File: src/rtl/spi_responder.sv
// SPI mode-0 responder bridging an external SPI master to the Z80 I/O bus.
// Byte-wide RX/TX holding registers plus a status/control port.
module spi_responder #(
    parameter logic [7:0] PORT_DATA = 8'hF3,
    parameter logic [7:0] PORT_STAT = 8'hEF
) (
    input  logic       clock,
    input  logic       reset,
    input  logic       cep,
    input  logic       iorq,
    input  logic       wr,
    input  logic       rd,
    input  logic [7:0] a,
    input  logic [7:0] d,
    output logic [7:0] q,
    input  logic       spiCs,
    input  logic       spiCk,
    input  logic       spiDi,
    output logic       spiDo
);

    localparam logic [1:0] ST_DISARMED = 2'd0;
    localparam logic [1:0] ST_IDLE     = 2'd1;
    localparam logic [1:0] ST_ACTIVE   = 2'd2;

    logic [1:0] cs_sync_r;
    logic [1:0] ck_sync_r;
    logic [1:0] di_sync_r;
    logic       ck_prev_r;
    logic       data_wr_prev_r;
    logic       data_rd_prev_r;
    logic       stat_wr_prev_r;

    logic [1:0] state_r;
    logic [2:0] bitcnt_r;
    logic [6:0] rxsh_r;
    logic [7:0] txsh_r;
    logic [7:0] rxd_r;
    logic [7:0] txd_r;
    logic       rxf_r;
    logic       txf_r;
    logic       ovr_r;
    logic       skip_fall_r;
    logic       spi_do_r;

    logic       cs_s;
    logic       ck_s;
    logic       di_s;
    logic       ck_rise_s;
    logic       ck_fall_s;
    logic       sel_s;
    logic       data_wr_lvl_s;
    logic       data_rd_lvl_s;
    logic       stat_wr_lvl_s;
    logic       data_wr_s;
    logic       data_rd_s;
    logic       stat_wr_s;
    logic [1:0] state_next_s;
    logic       load_tx_s;
    logic       shift_in_s;
    logic       shift_out_s;
    logic       byte_done_s;
    logic [7:0] tx_load_s;
    logic [7:0] txsh_next_s;
    logic [7:0] status_s;

    assign cs_s      = cs_sync_r[1];
    assign ck_s      = ck_sync_r[1];
    assign di_s      = di_sync_r[1];
    assign ck_rise_s = ck_s & ~ck_prev_r;
    assign ck_fall_s = ~ck_s & ck_prev_r;
    assign sel_s     = ~cs_s & (state_r != ST_DISARMED);
    assign status_s  = {4'b0000, sel_s, ovr_r, txf_r, rxf_r};
    assign tx_load_s = txf_r ? txd_r : 8'hFF;

    assign data_wr_lvl_s = ~iorq & ~wr & (a == PORT_DATA);
    assign data_rd_lvl_s = ~iorq & ~rd & (a == PORT_DATA);
    assign stat_wr_lvl_s = ~iorq & ~wr & (a == PORT_STAT);
    assign data_wr_s     = cep & data_wr_lvl_s & ~data_wr_prev_r;
    assign data_rd_s     = cep & data_rd_lvl_s & ~data_rd_prev_r;
    assign stat_wr_s     = cep & stat_wr_lvl_s & ~stat_wr_prev_r;

    assign q     = (a == PORT_DATA) ? rxd_r : status_s;
    assign spiDo = spi_do_r;

    // Two-flop synchronisers for the asynchronous SPI pins, free-running.
    // CS resets to "selected" so a reset during a transfer waits for a real deselect.
    always_ff @(posedge clock) begin
        if (reset) begin
            cs_sync_r <= 2'b00;
            ck_sync_r <= 2'b00;
            di_sync_r <= 2'b00;
            ck_prev_r <= 1'b0;
        end else begin
            cs_sync_r <= {cs_sync_r[0], spiCs};
            ck_sync_r <= {ck_sync_r[0], spiCk};
            di_sync_r <= {di_sync_r[0], spiDi};
            ck_prev_r <= ck_s;
        end
    end

    // Bus strobe history, advanced only on CPU clock enables.
    always_ff @(posedge clock) begin
        if (reset) begin
            data_wr_prev_r <= 1'b0;
            data_rd_prev_r <= 1'b0;
            stat_wr_prev_r <= 1'b0;
        end else if (cep) begin
            data_wr_prev_r <= data_wr_lvl_s;
            data_rd_prev_r <= data_rd_lvl_s;
            stat_wr_prev_r <= stat_wr_lvl_s;
        end else begin
            data_wr_prev_r <= data_wr_prev_r;
            data_rd_prev_r <= data_rd_prev_r;
            stat_wr_prev_r <= stat_wr_prev_r;
        end
    end

    // Link state machine and the per-edge shift actions it authorises.
    always_comb begin
        state_next_s = state_r;
        load_tx_s    = 1'b0;
        shift_in_s   = 1'b0;
        shift_out_s  = 1'b0;
        byte_done_s  = 1'b0;
        case (state_r)
            ST_DISARMED: begin
                if (cs_s) state_next_s = ST_IDLE;
                else      state_next_s = ST_DISARMED;
            end
            ST_IDLE: begin
                if (!cs_s) begin
                    state_next_s = ST_ACTIVE;
                    load_tx_s    = 1'b1;
                end else begin
                    state_next_s = ST_IDLE;
                end
            end
            ST_ACTIVE: begin
                if (cs_s) begin
                    state_next_s = ST_IDLE;
                end else if (ck_rise_s) begin
                    shift_in_s = 1'b1;
                    if (bitcnt_r == 3'd7) begin
                        byte_done_s = 1'b1;
                        load_tx_s   = 1'b1;
                    end else begin
                        byte_done_s = 1'b0;
                    end
                end else if (ck_fall_s && !skip_fall_r) begin
                    shift_out_s = 1'b1;
                end else begin
                    shift_out_s = 1'b0;
                end
            end
            default: state_next_s = ST_DISARMED;
        endcase
    end

    // Next transmit shifter value: a fresh load beats a shift.
    always_comb begin
        txsh_next_s = txsh_r;
        if (load_tx_s)        txsh_next_s = tx_load_s;
        else if (shift_out_s) txsh_next_s = {txsh_r[6:0], 1'b1};
        else                  txsh_next_s = txsh_r;
    end

    // Shift path: state, bit counter, shifters and the MISO register.
    always_ff @(posedge clock) begin
        if (reset) begin
            state_r     <= ST_DISARMED;
            bitcnt_r    <= 3'd0;
            rxsh_r      <= 7'd0;
            txsh_r      <= 8'hFF;
            skip_fall_r <= 1'b0;
            spi_do_r    <= 1'b1;
        end else begin
            state_r  <= state_next_s;
            txsh_r   <= txsh_next_s;
            spi_do_r <= (state_next_s == ST_ACTIVE) ? txsh_next_s[7] : 1'b1;
            if (state_r != ST_ACTIVE) bitcnt_r <= 3'd0;
            else if (shift_in_s)      bitcnt_r <= bitcnt_r + 3'd1;
            else                      bitcnt_r <= bitcnt_r;
            if (shift_in_s) rxsh_r <= {rxsh_r[5:0], di_s};
            else            rxsh_r <= rxsh_r;
            // The fall right after a byte-boundary load must not eat the new MSB.
            if (byte_done_s)                            skip_fall_r <= 1'b1;
            else if (ck_fall_s || state_r != ST_ACTIVE) skip_fall_r <= 1'b0;
            else                                        skip_fall_r <= skip_fall_r;
        end
    end

    // CPU-visible holding registers and flags.
    always_ff @(posedge clock) begin
        if (reset) begin
            rxd_r <= 8'h00;
            txd_r <= 8'hFF;
            rxf_r <= 1'b0;
            txf_r <= 1'b0;
            ovr_r <= 1'b0;
        end else begin
            if (byte_done_s) begin
                rxd_r <= {rxsh_r, di_s};
                rxf_r <= 1'b1;
            end else if (data_rd_s) begin
                rxf_r <= 1'b0;
            end else begin
                rxf_r <= rxf_r;
            end
            if (byte_done_s && rxf_r && !data_rd_s) ovr_r <= 1'b1;
            else if (stat_wr_s && d[2])             ovr_r <= 1'b0;
            else                                    ovr_r <= ovr_r;
            if (data_wr_s) begin
                txd_r <= d;
                txf_r <= 1'b1;
            end else if (load_tx_s || (stat_wr_s && d[1])) begin
                txf_r <= 1'b0;
            end else begin
                txf_r <= txf_r;
            end
        end
    end

endmodule

File: config.mk
export PLATFORM = sky130hd
export DESIGN_NAME = spi_responder
export DESIGN_NICKNAME = d
export VERILOG_FILES = /design/src/rtl/spi_responder.sv
export SDC_FILE = /design/constraint.sdc
export NUM_CORES = 1
export LEC_CHECK = 0
export ABC_AREA = 0
export BUFFER_PORTS_ARGS = -buffer_cell sky130_fd_sc_hd__buf_2
export CAP_MARGIN = 0
export CORE_MARGIN = 2
export CORE_UTILIZATION = 50
export CTS_CLUSTER_SIZE = 20
export DETAILED_ROUTE_END_ITERATION = 7
export PLACE_DENSITY = 0.75
export SETUP_SLACK_MARGIN = 0.3
export SLEW_MARGIN = 0
export SYNTH_ARGS = -nofsm -noshare
export SYNTH_HDL_FRONTEND = slang
export SYNTH_SLANG_ARGS = --single-unit
export TNS_END_PERCENT = 30
File: constraint.sdc
create_clock -name clock -period 1.6 [get_ports clock]
set_input_delay 0.16 -clock clock [delete_from_list [all_inputs] [get_ports clock]]
set_output_delay 0.16 -clock clock [all_outputs]
set_load 0.05 [all_outputs]
==> results.tsv <==
metric	value	unit
status	finished with violations	
failing checks	setup timing	
Leakage	1.050	nW
Tmin final	1621	ps
CP startpoint	state_r[0]$_SDFF_PP0_	
H-tree depth	2	
worst slack at placement	28.64	ps
sw power	476.7	uW
CP peak stage delay	380	ps
Die Wd	69.09	um
clk buf depth	2	
Post-synth ARST share	0	
starting density of the core	0.5258	
Final Max Slew Viols	0	
maximum vdd drop	0.5799	mV
compound-gate portion of the synthesized area	0.1364	
crit start category	flip-flop	
CTS Buf Count	5	
Core ar.	0.004029	sq mm
final hold vios	0	
global-route wire length before repair	7.251	mm
Synth top area share	0.4820	
final wirelength	4.609	mm
die height	69.09	um
simple-gate share of the synthesized area	0.2623	
delay-heaviest family, CP	simple AND/OR/NAND/NOR gates	
final setup vio count	1	
HP Start	spiCs	
antenna cell count	0	
period utilization	1.013	
Post-Synthesis Cells	244	
Yosys warning total	0	
post-synthesis xor/xnor area fraction	0.004135	
dominant synthesized flop cell	dfxtp_1	
Slew HR	0.7319	
Cell variety after synth	39	
clock power share	0.377	
CTS tree	built	
largest family of logic cells by synthesized area	simple AND/OR/NAND/NOR gates	
DR iter-0 viols	71	
Internal Dissipation	1.791	mW
Hold WS	66.96	ps
Clock Latency Late Sink	300	ps
unrepaired setup endpoints after global routing	yes	
CTS clock-pin slew for the worst setup and hold paths	80	ps
layout cells sized above 1	0.3515	
max-cap viol count	0	
Final Skew	8.070	ps
mux cell area share after synthesis	0.04371	
Net Sw Frac	0.2102	
EDFF count, synth	0	
Seq/Total Area, Yosys	0.4820	
sequential fraction of design power	0.565	
row count	23	
largest net degree at the start of global routing	22	
Worst Tran Pin Value	399.9	ps
Area contributors post-synth	dfxtp_1 (48%), a21oi_1 (8.7%), nand2_1 (7.1%)	
via count	1823	
drt via density	5.315	
largest area contributor in the netlist	dfxtp_1	
Syn Area/Cell	8.681	sq um
R2R Path Start	state_r[0]$_SDFF_PP0_	
Post-Synthesis Cell Area	0.002118	sq mm
Comb power frac	0.058	
WS Path Type	flip-flop to flip-flop	
Final WS setup	-20.52	ps
# port buffers	33	
Final GP Congestion	0.7862	
clock tree root buffer cell	clkbuf_8	
Yosys reg bits	51	
synth cell count leaders	dfxtp_1 (51), nand2_1 (40), a21oi_1 (37), nor2_1 (25), nor3_1 (13)	
PD cells	806.2	mW/mm^2
Post-Layout Cell Count	343	
Max stage delay cell, worst path	or3_4	
Final Core Density	0.6981	
placed wire-length estimate	2.914	mm
critical path endpoint category	flip-flop	
Placed Instances	326	
crit-path cells	ha_1 -> or3_4 -> a211o_1 -> nor4_2 -> a21oi_1	
most frequent cell after synthesis	dfxtp_1	
setup TNS	-20.52	ps
Worst Path Arrival	1810	ps
total global routing overflow	0	
initial antenna violation count	0	
Req. time, crit path	1780	ps
Post-Synth Adder-Cell Area	0.03544	
hold crit path type	input pin to flip-flop	
fmax	617.1	MHz
crit-path max FO	4	
clk sink count	51	
number of global-route vias before repair	1598	
drt pass-1 iters	5	
Synth Net Count	275	
number of hold buffers added after CTS	0	
Total GRT Usage	0.1865	
Area growth, synth to finish	32.78	%
DIE AREA	0.004773	sq mm
total I/O pin count	34	
DRC viols	0	
Routed Antenna Nets	0	
# nets final	324	
WL/cell	13.44	um
WP buf/inv	0	
-- layout by cell type, fill, tap and decap left out, drive strengths merged --
cell type,n
nor4b,1
a32o,1
or2b,1
and2,6
a211oi,1
nand2,40
and4bb,1
nor2b,8
clkbuf,5
nor4,4
ha,6
or3,1
a21o,1
o21ai,3
bufinv,1
nand2b,1
o21a,2
and4b,1
or4b,1
a211o,1
a21oi,38
nor2,25
nand4bb,2
inv,5
clkinvlp,1
a22oi,2
buf,53
nor3,14
dfxtp,51
o31ai,1
xnor2,1
o2111ai,1
mux2i,7
nand4b,2
nand3,2
mux2,2
-- stage by stage --
step / power [mW] / cell area (sq um)
after detailed placement: 1.427 / 2452
after global placement: 1.425 / 2452
after global routing: 2.354 / 2813
after floorplan: 1.376 / 2207
after CTS: 2.280 / 2678
final: 2.268 / 2813
-- repair_timing --
action	in CTS	in global routing
gates resized for setup	24	20
pin swaps	11	7
cloned	0	1
setup buffers	4	5
endpoints found under the setup margin	46	47
-- per-layer routing --
layer	part of all wire	GRT usage	vias up
met2	0.48	0.2895	47
met1	0.46	0.2505	832
met3	0.048	0.04971	6
met5	0	0	-
met4	0.011	0.06536	0
li1	-	-	938
-- worst register-to-register path: cells and delay by family (launching register included) --
family | cells | cell delay (ps)
flip-flops | 1 | 360
AO/OA/AOI/OAI | 2 | 350
adder cells (fa/ha/maj) | 1 | 210
AND/OR/NAND/NOR | 2 | 580
-- kinds of logic after synthesis --
kind of cell | Yosys count
compound gates | 51
flops | 51
fa+ha+maj | 6
buf+inv | 17
xor+xnor | 1
simple gates | 109
mux | 9
-- cell type report --
class | count | area [sq um]
Multi-Input combinational cell | 177 | 1230
Clock buffer | 5 | 68.82
Clock inverter | 2 | 37.54
Sequential cell | 51 | 1031
Tap cell | 50 | 62.56
Timing Repair Buffer | 53 | 364.1
Inverter | 5 | 18.77
Fill cell | 303 | 1216
-- power groups by stage --
stage / Sequential [mW] / Clock [mW] / Combinational (mW)
final: 1.28 / 0.854 / 0.132
after global routing: 1.28 / 0.927 / 0.145
after floorplan: 1.31 / 0 / 0.0642
after global placement: 1.31 / 0 / 0.113
after CTS: 1.28 / 0.880 / 0.120
after detailed placement: 1.31 / 0 / 0.114
-- registers in the layout, summed over array words and instances, names as in the netlist --
signal	count
bitcnt_r	3
ck_prev_r	1
ck_sync_r	2
cs_sync_r	2
data_rd_prev_r	1
data_wr_prev_r	1
di_sync_r	2
ovr_r	1
rxd_r	8
rxf_r	1
rxsh_r	7
skip_fall_r	1
spiDo	1
stat_wr_prev_r	1
state_r	2
txd_r	8
txf_r	1
txsh_r	8
-- final timing paths --
path / endpoint / slack (ps) / depth (start not counted)
worst max-delay path: spiDo$_SDFF_PP1_ / -20 / 5
worst min-delay path: cs_sync_r[0]$_SDFF_PP0_ / 70 / 2
worst max register to register: spiDo$_SDFF_PP1_ / -20 / 5
worst min register to register: ck_sync_r[1]$_SDFF_PP0_ / 450 / 1
Note: power is estimated with default switching activity, not from simulation.
